==> config.mk <==
export PLATFORM = sky130hd
export DESIGN_NAME = mux4_rr_arbiter
export DESIGN_NICKNAME = d
export VERILOG_FILES = /design/src/rtl/mux4_rr_arbiter_pkg.sv /design/src/rtl/mux4.sv /design/src/rtl/mux4_rr_arbiter_rr_pick4.sv /design/src/rtl/mux4_rr_arbiter.sv
export SDC_FILE = /design/constraint.sdc
export NUM_CORES = 1
export LEC_CHECK = 0
export ABC_AREA = 0
export BUFFER_PORTS_ARGS = -buffer_cell sky130_fd_sc_hd__buf_2
export CORE_MARGIN = 2
export CORE_UTILIZATION = 57
export DETAILED_ROUTE_END_ITERATION = 8
export GPL_ROUTABILITY_DRIVEN = 1
export PLACE_DENSITY = 0.82
export SYNTH_ARGS = -nofsm -noshare
export SYNTH_HDL_FRONTEND = slang
export SYNTH_SLANG_ARGS = --single-unit
==> constraint.sdc <==
create_clock -name clk -period 4.2 [get_ports clk]
set_input_delay 0.84 -clock clk [delete_from_list [all_inputs] [get_ports clk]]
set_output_delay 0.84 -clock clk [all_outputs]
set_load 0.02 [all_outputs]
==> src/rtl/mux4_rr_arbiter_pkg.sv <==
// Shared constants and state encoding for the four-way round-robin line arbiter.
package mux4_rr_arbiter_pkg;
  localparam int NUM_REQ          = 4;
  localparam int SEL_W            = 2;
  localparam int DEFAULT_MAX_HOLD = 8;

  typedef enum logic {
    ST_IDLE = 1'b0,
    ST_BUSY = 1'b1
  } state_e;
endpackage

==> src/rtl/mux4.sv <==
// Plain 4:1 single-bit multiplexer used as the shared data path.
module mux4 (
  input  logic [1:0] select,
  input  logic       input_0,
  input  logic       input_1,
  input  logic       input_2,
  input  logic       input_3,
  output logic       out
);
  always_comb begin
    case (select)
      2'd0:    out = input_0;
      2'd1:    out = input_1;
      2'd2:    out = input_2;
      default: out = input_3;
    endcase
  end
endmodule

==> src/rtl/mux4_rr_arbiter_rr_pick4.sv <==
// Combinational round-robin picker: first set mask bit after ptr_i, ptr_i itself last.
module rr_pick4
  import mux4_rr_arbiter_pkg::*;
(
  input  logic [NUM_REQ-1:0] mask_i,
  input  logic [SEL_W-1:0]   ptr_i,
  output logic [SEL_W-1:0]   winner_o,
  output logic               found_o
);
  logic [SEL_W-1:0] idx;

  // Scan from the farthest candidate to the nearest so the nearest hit overrides.
  always_comb begin
    winner_o = '0;
    found_o  = 1'b0;
    idx      = '0;
    for (int k = NUM_REQ; k >= 1; k--) begin
      idx = ptr_i + SEL_W'(k);
      if (mask_i[idx]) begin
        winner_o = idx;
        found_o  = 1'b1;
      end
    end
  end
endmodule

==> src/rtl/mux4_rr_arbiter.sv <==
// Round-robin arbiter granting one of four sources a shared serial line, with a
// bounded tenure so a persistent requester cannot starve the others.
module mux4_rr_arbiter
  import mux4_rr_arbiter_pkg::*;
#(
  parameter int MAX_HOLD = DEFAULT_MAX_HOLD,
  parameter int CNT_W    = 4
) (
  input  logic               clk,
  input  logic               reset_n,
  input  logic [NUM_REQ-1:0] req,
  input  logic [NUM_REQ-1:0] data_in,
  output logic [NUM_REQ-1:0] grant,
  output logic [SEL_W-1:0]   select,
  output logic               valid,
  output logic               data_out
);
  localparam logic [CNT_W-1:0] HOLD_LAST = CNT_W'(MAX_HOLD - 1);

  state_e             state_q, state_d;
  logic [NUM_REQ-1:0] grant_q, grant_d;
  logic [SEL_W-1:0]   sel_q, sel_d;
  logic [SEL_W-1:0]   ptr_q, ptr_d;
  logic [CNT_W-1:0]   hold_q, hold_d;

  logic [NUM_REQ-1:0] pick_mask;
  logic [SEL_W-1:0]   pick_ptr;
  logic [SEL_W-1:0]   pick_win;
  logic               pick_found;
  logic               others_pending;
  logic               mux_out;

  // In BUSY the owner is masked out, so release and preempt share one search.
  assign pick_mask      = (state_q == ST_IDLE) ? req : (req & ~grant_q);
  assign pick_ptr       = (state_q == ST_IDLE) ? ptr_q : sel_q;
  assign others_pending = |(req & ~grant_q);

  rr_pick4 u_pick (
    .mask_i   (pick_mask),
    .ptr_i    (pick_ptr),
    .winner_o (pick_win),
    .found_o  (pick_found)
  );

  always_ff @(posedge clk or negedge reset_n) begin
    if (!reset_n) begin
      state_q <= ST_IDLE;
      grant_q <= '0;
      sel_q   <= '0;
      ptr_q   <= SEL_W'(NUM_REQ - 1);
      hold_q  <= '0;
    end else begin
      state_q <= state_d;
      grant_q <= grant_d;
      sel_q   <= sel_d;
      ptr_q   <= ptr_d;
      hold_q  <= hold_d;
    end
  end

  always_comb begin
    state_d = state_q;
    grant_d = grant_q;
    sel_d   = sel_q;
    ptr_d   = ptr_q;
    hold_d  = hold_q;
    case (state_q)
      ST_IDLE: begin
        if (pick_found) begin
          state_d = ST_BUSY;
          grant_d = NUM_REQ'(1) << pick_win;
          sel_d   = pick_win;
          ptr_d   = pick_win;
          hold_d  = '0;
        end
      end
      default: begin
        if (!req[sel_q]) begin
          if (pick_found) begin
            grant_d = NUM_REQ'(1) << pick_win;
            sel_d   = pick_win;
            ptr_d   = pick_win;
            hold_d  = '0;
          end else begin
            state_d = ST_IDLE;
            grant_d = '0;
            hold_d  = '0;
          end
        end else if (others_pending && (hold_q == HOLD_LAST)) begin
          grant_d = NUM_REQ'(1) << pick_win;
          sel_d   = pick_win;
          ptr_d   = pick_win;
          hold_d  = '0;
        end else if (hold_q != HOLD_LAST) begin
          hold_d = hold_q + CNT_W'(1);
        end
      end
    endcase
  end

  mux4 u_mux (
    .select  (sel_q),
    .input_0 (data_in[0]),
    .input_1 (data_in[1]),
    .input_2 (data_in[2]),
    .input_3 (data_in[3]),
    .out     (mux_out)
  );

  always_comb begin
    valid    = (state_q == ST_BUSY);
    grant    = grant_q;
    select   = sel_q;
    data_out = mux_out & valid;
  end
endmodule

# After elaboration in Yosys (flattened, before gate mapping)
# Cells that the tools add are included.
dict set report word_totals {
  ff_bits 13
  inputBits 10
  output_inout_bits 8
  wordCells 71
}
dict set report classes {
  addsub 4
  n_lt_le_gt_ge 5
  eq_ne 6
  shifts 1
  mux 41
  n_bitwise 3
  reduce_logical 6
}
# operator count
set op_table {}
lappend op_table {{2-to-1 mux 4 bit} 11}
lappend op_table {{2-to-1 mux 2 bit} 12}
lappend op_table {{less-than comparator 2 x 3 -> 1 bit, second input constant} 5}
lappend op_table {{2-to-1 mux 1 bit} 12}
lappend op_table {{binary-select mux 1 bit (select 2 bit)} 5}
lappend op_table {{adder 2 bit, second input constant} 2}
lappend op_table {{adder 4 x 1 -> 4 bit, second input constant} 1}
lappend op_table {{AND 4 bit} 1}
lappend op_table {{== test 4 x 3 -> 1 bit, second input constant} 1}
lappend op_table {{inequality test 4 x 2 -> 1 bit, second input constant} 1}
lappend op_table {{inequality test 4 x 3 -> 1 bit, second input constant} 1}
lappend op_table {{NOT 4 bit} 1}
lappend op_table {{AND reduction 2 bit} 2}
lappend op_table {{OR reduction 4 bit} 1}
lappend op_table {{left shift 1 x 2 -> 4 bit, first input constant} 1}
lappend op_table {{inequality test 3 x 2 -> 1 bit, second input constant} 1}
lappend op_table {{case mux 1 bit (3 select lines)} 1}
lappend op_table {{adder 2 x 1 -> 2 bit, second input constant} 1}
lappend op_table {{== test 2 x 1 -> 1 bit, second input constant} 1}
lappend op_table {{== test 2 bit, second input constant} 1}
lappend op_table {{zero test 2 bit} 1}
lappend op_table {{nonzero test 2 bit} 1}
lappend op_table {{AND 1 bit} 1}
lappend op_table {{logical AND 1 bit} 1}

# Depth between registers and ports, before layout
# Gate-level depths: netlist of the first run.
dict set report depth {
  depth_word 13
  ltp_mapped 6
  mapped_depth_nobuf 6
}

# Cells and area by module
# A second synthesis of the first run with hierarchy kept.
dict set report unflattened {
  hier_cells 91
  hier_area_um2 877.1
}
# module n_inst cells_per_inst area_per_inst_um2 seq_area_each_um2
set modules_own_cells {}
lappend modules_own_cells {mux4_rr_arbiter 1 76 763.2 327.8}
lappend modules_own_cells {rr_pick4 1 14 91.3 0.0}
lappend modules_own_cells {mux4 1 1 22.5 0.0}

# Worst setup path before layout of the first run
# No wires, ideal clock.
dict set report synth_path {
  path_kind {input -> output}
  start {input port data_in[1]}
  end {output port data_out}
  t_arrival_ns 1.530
  required_time_ns 3.360
  setup_slack_ns 1.830
  path_stages 2
  n_path_buf 0
  path_cell_list {mux4_1 > and2_1}
}
dict set report synth_via {
  elab_chain_len 2
}
# element line_no
set synth_rtl {}
lappend synth_rtl {{start, declared} mux4_rr_arbiter.sv:12} ;# input logic [NUM_REQ-1:0] data_in,
lappend synth_rtl {{case mux 1 bit (3 select lines)} mux4.sv:11} ;# case (select)
lappend synth_rtl {{AND 1 bit} mux4_rr_arbiter.sv:114} ;# data_out = mux_out & valid;
lappend synth_rtl {{end, declared} mux4_rr_arbiter.sv:16} ;# output logic data_out
# No other way between the ends.

# Worst setup path after layout of the first run
# Ends and elaborated chain as after synthesis.

==> results of run 1 <==
## worst max path at each step
| stage | endpoint | slack, ns | cells past startpoint |
|---|---|---|---|
| after floorplan | data_out | 1.83 | 2 |
| after global routing | data_out | 1.63 | 4 |
| after CTS | data_out | 1.64 | 4 |
| after detailed placement | data_out | 1.64 | 4 |
| final | data_out | 1.64 | 4 |
| after global placement | data_out | 1.64 | 4 |
## critical path, cell delays in order
cell and delay (ns):
buf_2 0.09, mux4_1 0.47, and2_1 0.16, buf_2 0.15
## cells by family (layout without fill, tap and decap cells)
| group | count (synthesis) | in the layout | synth area share [%] |
|---|---|---|---|
| compound gates | 30 | 30 | 26.9 |
| buf+inv | 2 | 22 | 0.996 |
| simple gates | 37 | 37 | 24.1 |
| flops | 13 | 13 | 37.3 |
| fa+ha+maj | 1 | 1 | 1.42 |
| mux | 4 | 4 | 9.26 |
## stage by stage
step,cells,utilization (%),cell area (sq um)
final,123,68.4,1010
after global routing,123,68.4,1010
after detailed placement,119,66.5,978
after floorplan,87,-,878
after global placement,119,66.5,978
after CTS,123,68.4,1010
## flip-flops by register name (all words and copies together) (netlist names)
| signal | flops |
|---|---|
| select | 2 |
| valid | 1 |
| grant | 4 |
| ptr_q | 2 |
| hold_q | 4 |
## area by class of cell
type / count / area, sq um / area share [%]
Clock buffer: 3 / 22.5 / 2.24
Clock inverter: 1 / 5.00 / 0.498
Inverter: 1 / 3.75 / 0.373
Multi-Input combinational cell: 72 / 542 / 53.9
Sequential cell: 13 / 328 / 32.6
Tap cell: 16 / 20.0 / 1.99
Timing Repair Buffer: 17 / 85.1 / 8.46
## power by group
| group | internal, uW | switching [uW] |
|---|---|---|
| Combinational | 163 | 205 |
| Clock | 35.3 | 43.1 |
| Sequential | 177 | 53.2 |
## cell usage after synthesis (all sizes together), types with 2 or more instances
cell      n  area share, %
o21ai     9            5.1
a21boi    2            1.7
o211ai    3            2.6
nand2     9            3.8
mux2i     2            3.7
mux4      2            5.6
nand3     2            1.1
o2bb2ai   2            2.0
nand4     2            1.4
or2       2            1.4
a21oi     2            1.1
nor2      4            1.7
a21bo     4            4.6
dfrtp    11             31
a22o      2            2.0
nand2b    6            4.3
dfstp     2            6.0
and2      3            2.4
nor2b     2            1.4
## routing by layer
layer  up-vias  global-route usage, %  part of all wire [%]  wire (microns)
li1        375                      -                     -               -
met2        23                   40.9                    54            1030
met1       374                   31.1                    41             790
met5         -                      0                     0               0
met3         2                   2.55                   5.0              96
met4         0                   5.45                  0.36               7
==> metrics.md, run 1 <==
| Metric | Value |
|---|---|
| Yosys warnings | 0 |
| Leak | 0.000448 uW |
| Worst min path class | in2async |
| Reg2Reg Launch Point | valid |
| Postcts setup bufs | 0 |
| Gr usage total | 23.5% |
| Rows | 14 |
| Worst Path Max Fanout | 1 |
| RSZ-0062 raised after global routing | false |
| Worst-path clk slew | 0.09 ns |
| Wirelength per Cell | 15.7 microns |
| R2r worst-path depth | 5 |
| Ys async rst share | 100% |
| Largest net degree at the start of global routing | 17 |
| Seq/Total Area, Yosys | 37.3% |
| FF-to-FF End | grant[0] |
| Distinct cells, synth | 39 |
| Fmax | 391 MHz |
| Vias | 774 |
| Die height | 43.3 microns |
| Clk sink count | 13 |
| Final period util | 60.8% |
| EDFF count, synth | 0 |
| Flop and latch count out of synthesis | 13 |
| Final Setup Violations | 0 |
| Setup TNS Final | 0 ns |
| Commonest non-fill, non-tap cell in the layout | buf_2 |
| Total power | 677 uW |
| Hold buffers post-CTS | 0 |
| Slew Viols, Final | 0 |
| Antenna cell count | 0 |
| R2R setup slack | 2.17 ns |
| DP Worst Slack | 1.64 ns |
| Fin. Hold Viols | 0 |
| Net count after synthesis | 98 |
| Worst-margin pin slew | 0.497 ns |
| Crit path from | data_in[1] |
| Commonest non-fill, non-tap cells in the layout | 17 x buf_2, 11 x dfrtp_1, 9 x nand2_1, 9 x o21ai_0, 6 x nand2b_1 |
| Grt total ovfl | 0 |
| Ys flop type | dfrtp_1 |
| Status | complete, no violations |
| CTS resizes | 0 |
| Avg Inst Size Synth | 10.1 sq um |
| DRT Pass-1 Iters | 4 |
| CP Data Required Time | 3.36 ns |
| Layout cells sized above 1 | 29.9% |
| Worst EP arrival | 1.72 ns |
| Starting Density | 59.7% |
| Worst-skew pair later-pin latency | 0.28 ns |
| Worst Setup End Kind | output pin |
| Nets@finish | 119 |
| Vias in the first global route | 737 |
| Detail-routed via count per cell | 6.29 |
| Clk root buf | clkbuf_4 |
| Io pins | 18 |
| CTS Buffer Depth | 2 |
| P per Cell Area | 673 nW/um^2 |
| Crit path kind | in2out |
| Setup ws final | 1.64 ns |
| TritonCTS Buffers | 3 |
| Worst clock skew | 0.00639 ns |
| Core area | 1470 sq um |
| Synthesized area | 878 sq um |
| CTS tree | yes |
| Period minus WS final | 2.56 ns |
| First-pass GRT wire length | 3.29 mm |
| Initial antenna violation count | 0 |
| DIE AREA | 1870 sq um |
| Initial DRC count | 23 |
| Post-route DRC | 0 |
| Slew HR | 65.9% |
| Setup crit start kind | input port |
| Gpl congestion | 0.896 |
| Die W | 43.3 microns |
| Post-route ant nets | 0 |
| Dpl hpwl | 1.54 mm |
| Filler cells | 117 |
| Buffers on Ports | 17 |
| H-tree levels | 1 |
| Total Routed Length | 1.93 mm |
| Worst hold margin | 0.433 ns |
| Mapped Cells | 87 |
| Area grow syn2layout | 14.5% |
| IR drop worst, VDD | 0.000473 V |
| Max-cap violations | 0 |
Note: power is estimated with default switching activity, not from simulation.
==> run 2: changes to the inputs <==
- CORE_UTILIZATION: 57 -> 52
- PLACE_DENSITY: 0.82 -> 0.76
- clock period: 4.2 -> 2.6 ns (I/O delays scaled with it)
==> run 2 against run 1 <==
  * Flip-flop and latch count did not move
  * Cell count did not move
  * Register-to-register slack got worse by 1.6 ns
  * Via count fell by 2.3%
  * Wire length rose by 1.8%
  * Critical path type is now reg2out
  * Largest cell class unchanged
==> metrics.md, run 2 (synthesis results as in run 1) <==
| Metric | Value |
|---|---|
| CTS resizes | 0 |
| Crit path kind | reg2out |
| IR drop worst, VDD | 0.000516 V |
| Layout cells sized above 1 | 29.0% |
| Status | complete, no violations |
| DRT Pass-1 Iters | 4 |
| CP Buf/Inv Count | 1 |
| Final Setup Violations | 0 |
| Slew Viols, Final | 0 |
| Slew HR | 64.5% |
| Worst path slowest cell | mux4_1 |
| Delay-heaviest family, CP | multiplexers |
| Worst EP arrival | 1.58 ns |
| TritonCTS Buffers | 3 |
| Worst min path class | in2async |
| CTS Buffer Depth | 2 |
| Clock power frac | 11.2% |
| Fmax | 476 MHz |
| Setup crit start kind | register |
| Flop pwr share | 34.0% |
| Internal power | 608 uW |
| Worst Setup End Kind | output pin |
| Buffers on Ports | 17 |
| First-pass GRT wire length | 3.24 mm |
| Area grow syn2layout | 14.4% |
| DP Worst Slack | 0.523 ns |
| Die height | 45.1 microns |
| Die W | 45.1 microns |
| Filler cells | 133 |
| Commonest non-fill, non-tap cells in the layout | 17 x buf_2, 11 x dfrtp_1, 9 x nand2_1, 9 x o21ai_0, 6 x nand2b_1 |
| Nets@finish | 119 |
| Antenna cell count | 0 |
| Initial DRC count | 23 |
| Postcts setup bufs | 0 |
| Vias | 756 |
| Total Routed Length | 1.96 mm |
| RSZ-0062 raised after global routing | false |
| Starting Density | 57.0% |
| Slowest Stage Delay on Critical Path | 0.56 ns |
| Clk sink count | 13 |
| Rows | 14 |
| Total power | 1090 uW |
| Dpl hpwl | 1.55 mm |
| Post-route ant nets | 0 |
| Post-route DRC | 0 |
| Vias in the first global route | 673 |
| Wirelength per Cell | 16.0 microns |
| Period minus WS final | 2.10 ns |
| CTS tree | yes |
| Worst Path Max Fanout | 6 |
| Detail-routed via count per cell | 6.15 |
| Grt total ovfl | 0 |
| Worst-skew pair later-pin latency | 0.27 ns |
| Layout Utilization | 65.2% |
| Worst-margin pin slew | 0.518 ns |
| Worst hold margin | 0.115 ns |
| Comb pwr share | 54.8% |
| Clk root buf | clkbuf_4 |
| Gr usage total | 23.0% |
| Core area | 1540 sq um |
| Leak | 0.000446 uW |
| Io pins | 18 |
| Setup TNS Final | 0 ns |
| DIE AREA | 2030 sq um |
| Gpl congestion | 0.868 |
| Worst clock skew | 0.00365 ns |
| P per Cell Area | 1090 nW/um^2 |
| Hold buffers post-CTS | 0 |
| Fin. Hold Viols | 0 |
| Commonest non-fill, non-tap cell in the layout | buf_2 |
| Switching share of total power | 44.4% |
| Critical Path, Cell by Cell | mux4_1 > and2_1 > buf_2 |
| Worst-path clk slew | 0.08 ns |
| NetSw | 485 uW |
| Largest net degree at the start of global routing | 17 |
| H-tree levels | 1 |
| Final period util | 80.8% |
| Initial antenna violation count | 0 |
| Setup ws final | 0.500 ns |
| Max-cap violations | 0 |
| CP Data Required Time | 2.08 ns |
run 2: changes by cell type in the layout (fill, tap and decap cells not counted):
cell / delta
clkbuf_1: +1
clkinv_2: -1
run 2: power groups by stage:
stage | Combinational, uW | Sequential (uW) | Clock, uW
CTS | 597 | 372 | 129
global placement | 583 | 371 | 0
global route | 657 | 386 | 142
floorplan | 418 | 396 | 0
detailed placement | 595 | 376 | 0
finish | 599 | 372 | 123
run 2: layout make-up:
class | instances | area (sq um) | share of cell area (%)
Tap cell | 16 | 20.0 | 1.99
Multi-Input combinational cell | 72 | 542 | 53.9
Inverter | 1 | 3.75 | 0.374
Sequential cell | 13 | 328 | 32.6
Timing Repair Buffer | 17 | 85.1 | 8.47
Clock buffer | 4 | 26.3 | 2.62
run 2: per-stage QoR:
| step | instance area (sq um) | instances |
|---|---|---|
| CTS | 1000 | 123 |
| finish | 1000 | 123 |
| floorplan | 878 | 87 |
| global route | 1000 | 123 |
| detailed placement | 978 | 119 |
| global placement | 978 | 119 |
run 2: final timing paths:
kind	from	slack, ns	cells after the start	end
setup / recovery	select[0]	0.50	3	data_out
hold / removal	reset_n	0.11	1	hold_q[1]
setup reg to reg	valid	0.59	5	grant[1]
hold reg to reg	ptr_q[1]	0.47	2	ptr_q[1]
max in group asynchronous	reset_n	2.20	1	ptr_q[1]
min in group clk	ptr_q[1]	0.47	2	ptr_q[1]
run 2: worst reg2reg max path, delay by kind of cell, from the launching register on:
kind               cells  cell delay, ns
and+or+nand+nor        3            0.91
AOI/OAI and AO/OA      2            0.39
DFF                    1            0.63
run 2: layer usage:
layer | up-vias | track usage, % | share of wire [%]
met5 | - | 0 | 0
met4 | 0 | 11.2 | 1.6
met3 | 4 | 4.80 | 3.1
met2 | 13 | 33.4 | 44
met1 | 366 | 32.8 | 51
li1 | 373 | - | -
==> run 3: changes to the inputs <==
- clock period: 2.6 -> 2.19 ns (I/O delays scaled with it)
==> run 3 against run 2 <==
  * Sequential share of layout area fell by 0.48 points
  * Via count rose by 5.6%
  * Wire length rose by 4.7%
  * Cell count rose by 1.6%
  * Combinational power rose by 23%
  * Largest power group unchanged
==> metrics.md, run 3 (synthesis results as in run 1) <==
| Metric | Value |
|---|---|
| Status | complete, no violations |
| Hold buffers post-CTS | 0 |
| Vias in the first global route | 722 |
| Clock power frac | 11.1% |
| Worst hold margin | 0.0304 ns |
| Worst-path clk slew | 0.08 ns |
| Met2 usage | 35.7% |
| Area grow syn2layout | 16.1% |
| Commonest non-fill, non-tap cell in the layout | buf_2 |
| Worst EP arrival | 1.64 ns |
| Initial antenna violation count | 0 |
| Clk sink count | 13 |
| Fmax | 482 MHz |
| Buffers on Ports | 17 |
| Clk root buf | clkbuf_4 |
| Dpl hpwl | 1.63 mm |
| Setup TNS Final | 0 ns |
| Final period util | 94.8% |
| Met1 Use GR | 32.5% |
| Period minus WS final | 2.08 ns |
| DRT Pass-1 Iters | 5 |
| R2r worst-path depth | 5 |
| IR drop worst, VDD | 0.000833 V |
| First-pass GRT wire length | 3.31 mm |
| Comb pwr share | 55.5% |
| Total Routed Length | 2.06 mm |
| P per Cell Area | 1300 nW/um^2 |
| H-tree levels | 1 |
| Core area | 1540 sq um |
| Worst-margin pin slew | 0.423 ns |
| Grt peak-use layer | met2 |
| TritonCTS Buffers | 3 |
| Final Setup Violations | 0 |
| Vias | 798 |
| Worst min path class | in2async |
| RSZ-0062 raised after global routing | false |
| Internal power | 734 uW |
| NetSw | 591 uW |
| Grt total ovfl | 0 |
| Antenna cell count | 0 |
| Commonest non-fill, non-tap cells in the layout | 17 x buf_2, 11 x dfrtp_1, 9 x nand2_1, 9 x o21ai_0, 6 x nand2b_1 |
| Worst-skew pair later-pin latency | 0.27 ns |
| CTS Buffer Depth | 2 |
| Max-cap violations | 0 |
| Fin. Hold Viols | 0 |
| Worst Path Max Fanout | 6 |
| Largest net degree at the start of global routing | 17 |
| DIE AREA | 2030 sq um |
| Rows | 14 |
| Io pins | 18 |
| Worst clock skew | 0.00731 ns |
| Detail-routed via count per cell | 6.38 |
| Worst Setup End Kind | output pin |
| CTS tree | yes |
| Postcts setup bufs | 0 |
| Switching share of total power | 44.6% |
| Layout cells sized above 1 | 30.3% |
| GR met3 Demand/Resource | 3.60% |
| Gr usage total | 22.6% |
| Die height | 45.1 microns |
| Die W | 45.1 microns |
| Flop pwr share | 33.5% |
| Gpl congestion | 0.865 |
| Wirelength per Cell | 16.4 microns |
| Starting Density | 57.0% |
| Slew HR | 71.0% |
| Nets@finish | 121 |
| Post-route ant nets | 0 |
| CP Data Required Time | 1.75 ns |
| Reg2Reg Launch Point | select[1] |
| Post-route DRC | 0 |
| CTS resizes | 0 |
| Initial DRC count | 19 |
| Setup crit start kind | register |
| Slew Viols, Final | 0 |
| Crit path from | select[0] |
| Leak | 0.000456 uW |
| Crit path kind | reg2out |
[run 3: changes by cell type in the layout (fill, tap and decap cells not counted)]
cell	before	now
buf_4	0	2
[run 3: area by class of cell]
| cell class | instances | area [sq um] |
|---|---|---|
| inverters | 1 | 3.75 |
| repair buffers | 19 | 100 |
| fillers | 135 | 522 |
| well taps | 16 | 20.0 |
| clock buffers | 4 | 26.3 |
| multi-input cells | 72 | 542 |
| flip-flops and latches | 13 | 328 |
[run 3: worst paths after layout]
check / endpoint / slack [ns]
setup / recovery: data_out / 0.11
max in group asynchronous: ptr_q[1] / 1.87
min in group clk: ptr_q[1] / 0.48
hold / removal: hold_q[1] / 0.03
hold reg to reg: ptr_q[1] / 0.48
setup reg to reg: grant[3] / 0.26
[run 3: per-layer routing]
layer	wire length, microns	share of wire, %
met1	966	47
met2	979	48
met3	109	5.3
met5	0	0
met4	0	0
[run 3: worst max-delay path: stages, from the launching register on]
cell and delay (ns):
dfrtp_1 0.45, mux4_1 0.58, and2_1 0.18, buf_2 0.16
[run 3: per-stage QoR]
step / power [uW] / setup WS [ns] / cells / instance area (sq um) / util (%)
after detailed placement: 1180 / 0.188 / 121 / 993 / 64.4
final: 1320 / 0.114 / 125 / 1020 / 66.2
after global placement: 1150 / 0.231 / 121 / 993 / 64.4
after global routing: 1420 / 0.0584 / 125 / 1020 / 66.2
after CTS: 1330 / 0.102 / 125 / 1020 / 66.2
after floorplan: 966 / 0.274 / 87 / 878 / -
[run 3: power groups by stage]
stage | Combinational, uW | Sequential [uW] | Clock [uW]
floorplan | 496 | 470 | 0
global placement | 707 | 441 | 0
detailed placement | 731 | 447 | 0
CTS | 734 | 443 | 154
finish | 735 | 443 | 146
global route | 796 | 458 | 163
